===== src/rtl/conv_pkg.sv =====
// Shared types for the convolution input-buffer controller.
// Holds the FSM state encoding and the counter-width helper.
package conv_pkg;

  typedef enum logic [1:0] {
    IDLE,
    LOAD,
    WAIT,
    DONE
  } conv_ctrl_state_t;

  function automatic int cnt_w(input int n);
    return (n > 1) ? $clog2(n) : 1;
  endfunction

endpackage


===== src/rtl/conv_pos_cnt.sv =====
// Row/column position counter for the pixel stream.
// Decodes window completion and the stride phase on both axes.
module conv_pos_cnt
  import conv_pkg::*;
#(
  parameter int img_width  = 28,
  parameter int img_height = 28,
  parameter int kernel_dim = 3,
  parameter int stride     = 1
) (
  input  logic                         clk,
  input  logic                         rst,
  input  logic                         clr,
  input  logic                         adv,
  output logic [cnt_w(img_height)-1:0] row,
  output logic [cnt_w(img_width)-1:0]  col,
  output logic                         hit,
  output logic                         last
);

  localparam int RW = cnt_w(img_height);
  localparam int CW = cnt_w(img_width);
  localparam int PW = cnt_w(stride);

  localparam logic [RW-1:0] ROW_MAX = RW'(img_height - 1);
  localparam logic [CW-1:0] COL_MAX = CW'(img_width - 1);
  localparam logic [RW-1:0] ROW_K   = RW'(kernel_dim - 1);
  localparam logic [CW-1:0] COL_K   = CW'(kernel_dim - 1);
  localparam logic [PW-1:0] PH_MAX  = PW'(stride - 1);

  // Phases hold (pos - kernel_dim + 1) % stride once pos >= kernel_dim-1.
  logic [PW-1:0] rph;
  logic [PW-1:0] cph;
  logic          col_wrap;

  assign col_wrap = (col == COL_MAX);
  assign last     = (row == ROW_MAX) && col_wrap;
  assign hit      = (row >= ROW_K) && (col >= COL_K) &&
                    (rph == '0) && (cph == '0);

  always_ff @(posedge clk) begin
    if (rst || clr) begin
      row <= '0;
      col <= '0;
      rph <= '0;
      cph <= '0;
    end else if (adv) begin
      if (col_wrap) begin
        col <= '0;
        cph <= '0;
        row <= (row == ROW_MAX) ? '0 : row + RW'(1);
        if ((row == ROW_MAX) || (row < ROW_K))
          rph <= '0;
        else
          rph <= (rph == PH_MAX) ? '0 : rph + PW'(1);
      end else begin
        col <= col + CW'(1);
        if (col < COL_K)
          cph <= '0;
        else
          cph <= (cph == PH_MAX) ? '0 : cph + PW'(1);
      end
    end
  end

endmodule


===== src/rtl/conv_ibuf_ctrl.sv =====
// Frame sequencer for the conv_ibuf sliding-window line buffer.
// Define CONV_IBUF_CTRL_PERF_EN to add source/sink stall counters.
module conv_ibuf_ctrl
  import conv_pkg::*;
#(
  parameter int img_width  = 28,
  parameter int img_height = 28,
  parameter int kernel_dim = 3,
  parameter int stride     = 1
) (
  input  logic                         clk,
  input  logic                         rst,
  input  logic                         i_start,
  input  logic                         i_valid,
  output logic                         o_ready,
  output logic                         o_ibuf_we,
  output logic                         o_win_valid,
  input  logic                         i_win_ready,
  output logic [cnt_w(img_height)-1:0] o_win_row,
  output logic [cnt_w(img_width)-1:0]  o_win_col,
  output logic                         o_busy,
  output logic                         o_done
`ifdef CONV_IBUF_CTRL_PERF_EN
  ,
  output logic [31:0]                  o_sink_stall,
  output logic [31:0]                  o_src_stall
`endif
);

  localparam int RW = cnt_w(img_height);
  localparam int CW = cnt_w(img_width);

  localparam logic [RW-1:0] ROW_K = RW'(kernel_dim - 1);
  localparam logic [CW-1:0] COL_K = CW'(kernel_dim - 1);

  conv_ctrl_state_t state;
  conv_ctrl_state_t nstate;

  logic          clr;
  logic          accept;
  logic          hit;
  logic          last;
  logic          win_last;
  logic [RW-1:0] row;
  logic [CW-1:0] col;

  assign o_ready     = (state == LOAD);
  assign o_win_valid = (state == WAIT);
  assign o_busy      = (state != IDLE);
  assign o_done      = (state == DONE);
  assign accept      = i_valid & o_ready;
  assign o_ibuf_we   = accept;

  conv_pos_cnt #(
    .img_width  (img_width),
    .img_height (img_height),
    .kernel_dim (kernel_dim),
    .stride     (stride)
  ) u_pos (
    .clk  (clk),
    .rst  (rst),
    .clr  (clr),
    .adv  (accept),
    .row  (row),
    .col  (col),
    .hit  (hit),
    .last (last)
  );

  always_ff @(posedge clk) begin
    if (rst) begin
      state     <= IDLE;
      o_win_row <= '0;
      o_win_col <= '0;
      win_last  <= 1'b0;
    end else begin
      state <= nstate;
      if (accept && hit) begin
        o_win_row <= row - ROW_K;
        o_win_col <= col - COL_K;
        win_last  <= last;
      end
    end
  end

  always_comb begin
    nstate = state;
    clr    = 1'b0;
    unique case (state)
      IDLE: begin
        if (i_start) begin
          nstate = LOAD;
          clr    = 1'b1;
        end
      end
      LOAD: begin
        if (accept) begin
          if (hit)
            nstate = WAIT;
          else if (last)
            nstate = DONE;
        end
      end
      WAIT: begin
        if (i_win_ready)
          nstate = win_last ? DONE : LOAD;
      end
      DONE: nstate = IDLE;
      default: nstate = IDLE;
    endcase
  end

`ifdef CONV_IBUF_CTRL_PERF_EN
  always_ff @(posedge clk) begin
    if (rst || ((state == IDLE) && i_start)) begin
      o_sink_stall <= '0;
      o_src_stall  <= '0;
    end else begin
      if ((state == WAIT) && !i_win_ready && (o_sink_stall != '1))
        o_sink_stall <= o_sink_stall + 32'd1;
      if ((state == LOAD) && !i_valid && (o_src_stall != '1))
        o_src_stall <= o_src_stall + 32'd1;
    end
  end
`endif

endmodule


===== config.mk =====
export PLATFORM = sky130hd
export DESIGN_NAME = conv_ibuf_ctrl
export DESIGN_NICKNAME = d
export VERILOG_FILES = /design/src/rtl/conv_pkg.sv /design/src/rtl/conv_pos_cnt.sv /design/src/rtl/conv_ibuf_ctrl.sv
export SDC_FILE = /design/constraint.sdc
export NUM_CORES = 1
export LEC_CHECK = 0
export ABC_AREA = 1
export BUFFER_PORTS_ARGS = -buffer_cell sky130_fd_sc_hd__buf_4
export CORE_AREA = 2 2 76 64
export CTS_BUF_LIST = sky130_fd_sc_hd__clkbuf_16
export DETAILED_ROUTE_END_ITERATION = 8
export DIE_AREA = 0 0 78 66
export GPL_TIMING_DRIVEN = 0
export MAX_ROUTING_LAYER = met4
export PLACE_DENSITY_LB_ADDON = 0.1
export SYNTH_ARGS = -nofsm -noshare
export SYNTH_HDL_FRONTEND = slang
export SYNTH_SLANG_ARGS = --single-unit

===== constraint.sdc =====
create_clock -name clk -period 1.4 [get_ports clk]
set_input_delay 0.28 -clock clk [delete_from_list [all_inputs] [get_ports clk]]
set_output_delay 0.28 -clock clk [all_outputs]
set_load 0.02 [all_outputs]

After elaboration in Yosys (flattened, before gate mapping):

Cells that the tools add are included.

* word-level logic and storage cells: 57
* bits of input ports: 5
* flip-flop bits (word level): 25
* output and inout bits: 15

* order comparisons: 4
* equality and inequality tests: 9
* bitwise logic cells: 3
* add/sub/neg operators: 6
* mux-type cells: 16
* reductions and logical operators: 11

Operators with widths (number)
* 2-bit two-way mux: 6
* 5-bit by 1-bit adder with 5-bit output (second input constant): 2
* 5-bit == test (second input constant): 2
* 5-bit by 2-bit greater-or-equal comparator with 1-bit output (second input constant): 2
* 5-bit by 2-bit less-than comparator with 1-bit output (second input constant): 2
* 5-bit two-way mux: 2
* 5-bit by 2-bit subtractor with 5-bit output (second input constant): 2
* 2-bit one-hot mux with 4 select lines: 1
* 1-bit two-way mux: 7
* 1-bit logical AND: 5
* 2-bit == test (second input constant): 2
* 2-bit by 1-bit != test with 1-bit output (second input constant): 2
* 4-bit AND reduction: 1
* 3-bit by 1-bit != test with 1-bit output (second input constant): 1
* 1-bit adder (second input constant): 2
* 2-bit by 1-bit == test with 1-bit output (second input constant): 1
* 2-bit logical NOT: 1
* 1-bit logical OR: 2
* 2-bit != test (second input constant): 1
* 1-bit NOT: 2
* 2-bit AND reduction: 1
* 2-bit nonzero test: 1
* 1-bit bitwise AND: 1

Depth between registers and ports, before layout:

* depth in word-level cells: 7
* mapped depth: 10
* gate-level depth less buffers: 10

Hierarchy:

Synthesis repeated with hierarchy kept, for this count alone.

* cells, all modules: 181
* area total of the unflattened synthesis: 1321.3 µm²

Modules (own cells, without submodules)
* conv_ibuf_ctrl: times used 1, area an instance 666.9 µm², cells an instance 84, sequential area each 260.2 µm²
* conv_pos_cnt: times used 1, area an instance 654.4 µm², cells an instance 97, sequential area each 200.2 µm²

Worst setup path after synthesis:

Ideal clock, no wire load.

* path type: flip-flop to flip-flop
* from: reg state[0]
* to: reg u_pos.col[4]
* stages on the path, launching flop included: 8
* clock period less this slack: 1.331 ns
* library setup time: 0.115 ns
* arrival: 1.216 ns
* setup slack: 0.069 ns
* path buffers: 0
* required time: 1.285 ns
* path through: dfxtp_1 > inv_2 > nor2_4 > nand2_4 > nor3_1 > nand3_1 > nand2_1 > nor2_1

* elaborated cells between the ends (all ways): 5
* those cells by class: eq/ne (1); mux (1); bitwise (1); reduce/logical (2)

RTL lines
* start: declaration: RTL line conv_ibuf_ctrl.sv:36 `conv_ctrl_state_t state;`
* start signal: assignment: RTL line conv_ibuf_ctrl.sv:77 `state <= nstate;`
* 2-bit by 1-bit == test with 1-bit output: RTL line conv_ibuf_ctrl.sv:47 `assign o_ready = (state == LOAD);`
* net o_ready: RTL line conv_ibuf_ctrl.sv:15 `output logic o_ready,`
* 1-bit bitwise AND: RTL line conv_ibuf_ctrl.sv:51 `assign accept = i_valid & o_ready;`
* end signal: assignment: RTL line conv_pos_cnt.sv:57 `col <= col + CW'(1);`
* end: declaration: RTL line conv_pos_cnt.sv:16 `output logic [cnt_w(img_width)-1:0] col,`

The timed path passes the listed nets, and every way through them passes these cells.
A chain may end at the register's enable or synchronous reset.

Worst setup path after layout:

* from: reg state[1]
* to: out o_busy

* longest elaborated chain between the ends: 1

RTL lines
* 2-bit nonzero test: RTL line conv_ibuf_ctrl.sv:49 `assign o_busy = (state != IDLE);`
* end: declaration: RTL line conv_ibuf_ctrl.sv:21 `output logic o_busy,`

Every way passes these cells.

==> results.md <==
- First drt pass iteration count: 4
- Reg-to-Reg Start: u_pos.col[1]$_SDFFE_PP0P_
- Drt via density: around 4.4
- Asr flop ratio synth: 0%
- Worst EP required: between 1 and 1.5 ns
- Rows: 22
- R2R cell count: 9
- Hold path endpoint: state[1]$_SDFFE_PP0P_
- Detailed Route WL: roughly 3200 um
- Drt drc: 0
- Syn Nets: between 150 and 200
- Starting density of the core: approximately 29%
- Pwr Total: roughly 2.2 mW
- Min-Delay Path Depth: 4
- Synth Cell Area: approximately 0.0013 sq mm
- Post-synth top cells: nand2_1, inv_1, dfxtp_1
- Worst-Margin Slew: 0.507 ns
- Top cells by area, synth: dfxtp_1, nand2_1, ha_1
- Slowest-stage cell, CP: dfxtp_4
- Ys flop type: dfxtp_1
- Max Fanout on Critical Path: 6
- Sequential-to-total area share from yosys stat: 36.4%
- Most common cell in the synthesized netlist: nand2_1
- Layout cells sized above 1: between 30% and 40%
- Routability cong.: 0.824
- I/O pin count: 20
- Leading area contributor after synthesis: dfxtp_1
- Clock latency on the worst-skew pair: approximately 0.25 ns
- Htree depth: 1
- Post-route ant nets: 0
- Clk root buf: clkbuf_16
- Initial antenna violation count: 0
- Final Cycle Share: between 90% and 100%
- Yosys cell types: 25
- Critical path capture point type: output port
- Area share of the largest cell type after synthesis: a little over a third
- Nets: 229
- Avg Cell Area, Syn: approximately 7.1 sq um
- Fmax: roughly 740 MHz
- HP Class: input port to flip-flop
- EDFF count, synth: 0
- RSZ-0062 raised after global routing: yes
- Clk slew on worst S/H paths: about 0.06 ns
- Largest net degree at the start of global routing: 14
- Worst slew margin: between 60% and 70%
- Worst EP arrival: 1.07 ns
- Area grow syn2layout: 41.4%
- Worst VDD drop: 0.000485 V
- Sequential cell area: 480 sq um
- Peak per-stage delay on the critical path: 0.37 ns
- Vias in the first global route: 1,080
- Setup-failing EPs final: 0
- CTS tree: yes
- Min Hold Slack: 0.323 ns
- Multi-input gate area: 752 sq um
- GRT overflow: 0
- Setup CP Type: flip-flop to output port
- Final Hold Viols: 0
- N_diodes: 0
- Crit path time final: ~1.3 ns
- Detailed placer's ending HPWL: between 2000 and 2500 um
- Die height: approximately 66 um
- Syn. warnings: 0
- # clock sinks: 23
- First-pass GRT wire length: approximately 5100 um
- Clock Tree Buf Depth: 2
- Die X: roughly 78 um
- Iter 0 DRT Violations: 64
- Power Density: ~1200 mW/mm^2
- CP bufs+invs: 2
- Cell Chain, Critical Path: nor2_1 > inv_1 > buf_4
- IO buf count: 19
- Seq cells post-synth: 23
- Routed len/inst: 11.6 um
- Total track usage: between 10 and 15%
- Worst reg2reg path endpoint: o_win_col[3]$_SDFFE_PP0P_
- Hold_sp: rst
- CP top delay family: flip-flops
- Max-cap viol count: 0
- Die area: ~0.0051 sq mm
- Final Slew Violations: 0
- Synthesized instance count: about 180
- Run status: finished clean
- Worst Clk Skew: around 0.0026 ns
- Crit path from: state[1]$_SDFFE_PP0P_
- Crit path depth: 3
- Worst setup SP type: flip-flop
- Lkg Pwr: 0.785 nW
- Fillers: 479
- DR vias: around 1,200
- R2r setup slk: 0.06 ns
- CORE AREA: 0.00440 sq mm
- Inserted Clock Buffers: 3
## layout by cell type, fill, tap and decap left out, types with 3 or more instances in the layout
master	count
nand2_1	45
buf_4	29
inv_1	20
dfxtp_1	15
a21oi_1	14
nor2_1	10
a21oi_2	6
nand3_1	6
inv_2	5
ha_1	5
nand2_2	4
buf_6	4
o21ai_0	4
xor2_1	4
nand4_1	4
dfxtp_2	4
dfxtp_4	4
nor2_4	3
nor2_2	3
nor3_1	3
ha_4	3
clkbuf_16	3
## metal layers
layer	up-vias	track usage, %	routed length [um]
met5	-	-	0
li1	642	-	-
met2	14	19.7	1380
met3	2	3.01	87
met1	548	17.4	1700
met4	0	3.07	18
## worst max-delay path by stage
stage	to	slack (ns)
final	o_busy	0.05
after global routing	o_win_col[3]$_SDFFE_PP0P_	-0.05
after CTS	o_win_row[3]$_SDFFE_PP0P_	0.0003
after detailed placement	o_win_col[1]$_SDFFE_PP0P_	-0.11
after global placement	o_win_row[4]$_SDFFE_PP0P_	-0.08
after floorplan	u_pos.col[4]$_SDFFE_PP0P_	0.07
## where the power goes
group	switching, mW	internal [mW]	leakage (nW)
clock	0.240	0.384	0.0409
combinational	0.437	0.317	0.554
sequential	0.0651	0.708	0.191
total	0.742	1.41	0.785
## worst register-to-register path: cells and delay by family, from the launching register on
kind	cells	cell delay (ns)
AO/OA/AOI/OAI	1	0.06
adder cells (fa/ha/maj)	1	0.15
buffers and inverters	2	0.21
flip-flops	1	0.38
AND/OR/NAND/NOR	5	0.40
## kinds of logic after synthesis
| kind of cell | share of synthesized area, % |
|---|---|
| AO/OA/AOI/OAI | 12.3 |
| AND/OR/NAND/NOR | 29.7 |
| buffers and inverters | 11.0 |
| XOR/XNOR | 2.77 |
| flip-flops | 36.4 |
| adder cells (fa/ha/maj) | 7.91 |
## registers in the layout, summed over array words and instances (netlist names)
name       cells
o_win_col      5
state          2
u_pos.col      5
u_pos.row      5
o_win_row      5
win_last       1
## metrics by stage
stage | setup slack [ns] | area (sq um) | utilization (%) | cells | setup TNS, ns
4_1_cts | 0.000256 | 1650 | 37.4 | 270 | 0
3_5_place_dp | -0.109 | 1480 | 33.7 | 257 | -1.16
3_3_place_gp | -0.0812 | 1480 | 33.7 | 257 | -0.930
5_1_grt | -0.0456 | 1790 | 40.7 | 275 | -0.322
2_1_floorplan | 0.0691 | 1270 | - | 178 | 0
6_report | 0.0535 | 1790 | 40.7 | 275 | 0
## layout make-up
| cell class | count | share of cell area, % |
|---|---|---|
| Buffer | 4 | 1.54 |
| Clock buffer | 3 | 4.19 |
| Clock inverter | 1 | 0.280 |
| Inverter | 29 | 6.92 |
| Multi-Input combinational cell | 123 | 42.0 |
| Sequential cell | 23 | 26.8 |
| Tap cell | 60 | 4.19 |
| Timing Repair Buffer | 32 | 14.0 |
## timing repair
item,4_1_cts,5_1_grt
endpoints found under the setup margin,19,26
hold buffers,0,0
gates resized for setup,12,34
pin swaps,6,13
gates cloned,1,1
setup buffers,8,4
hold endpoints to repair,0,0
Note: power is estimated with default switching activity, not from simulation.
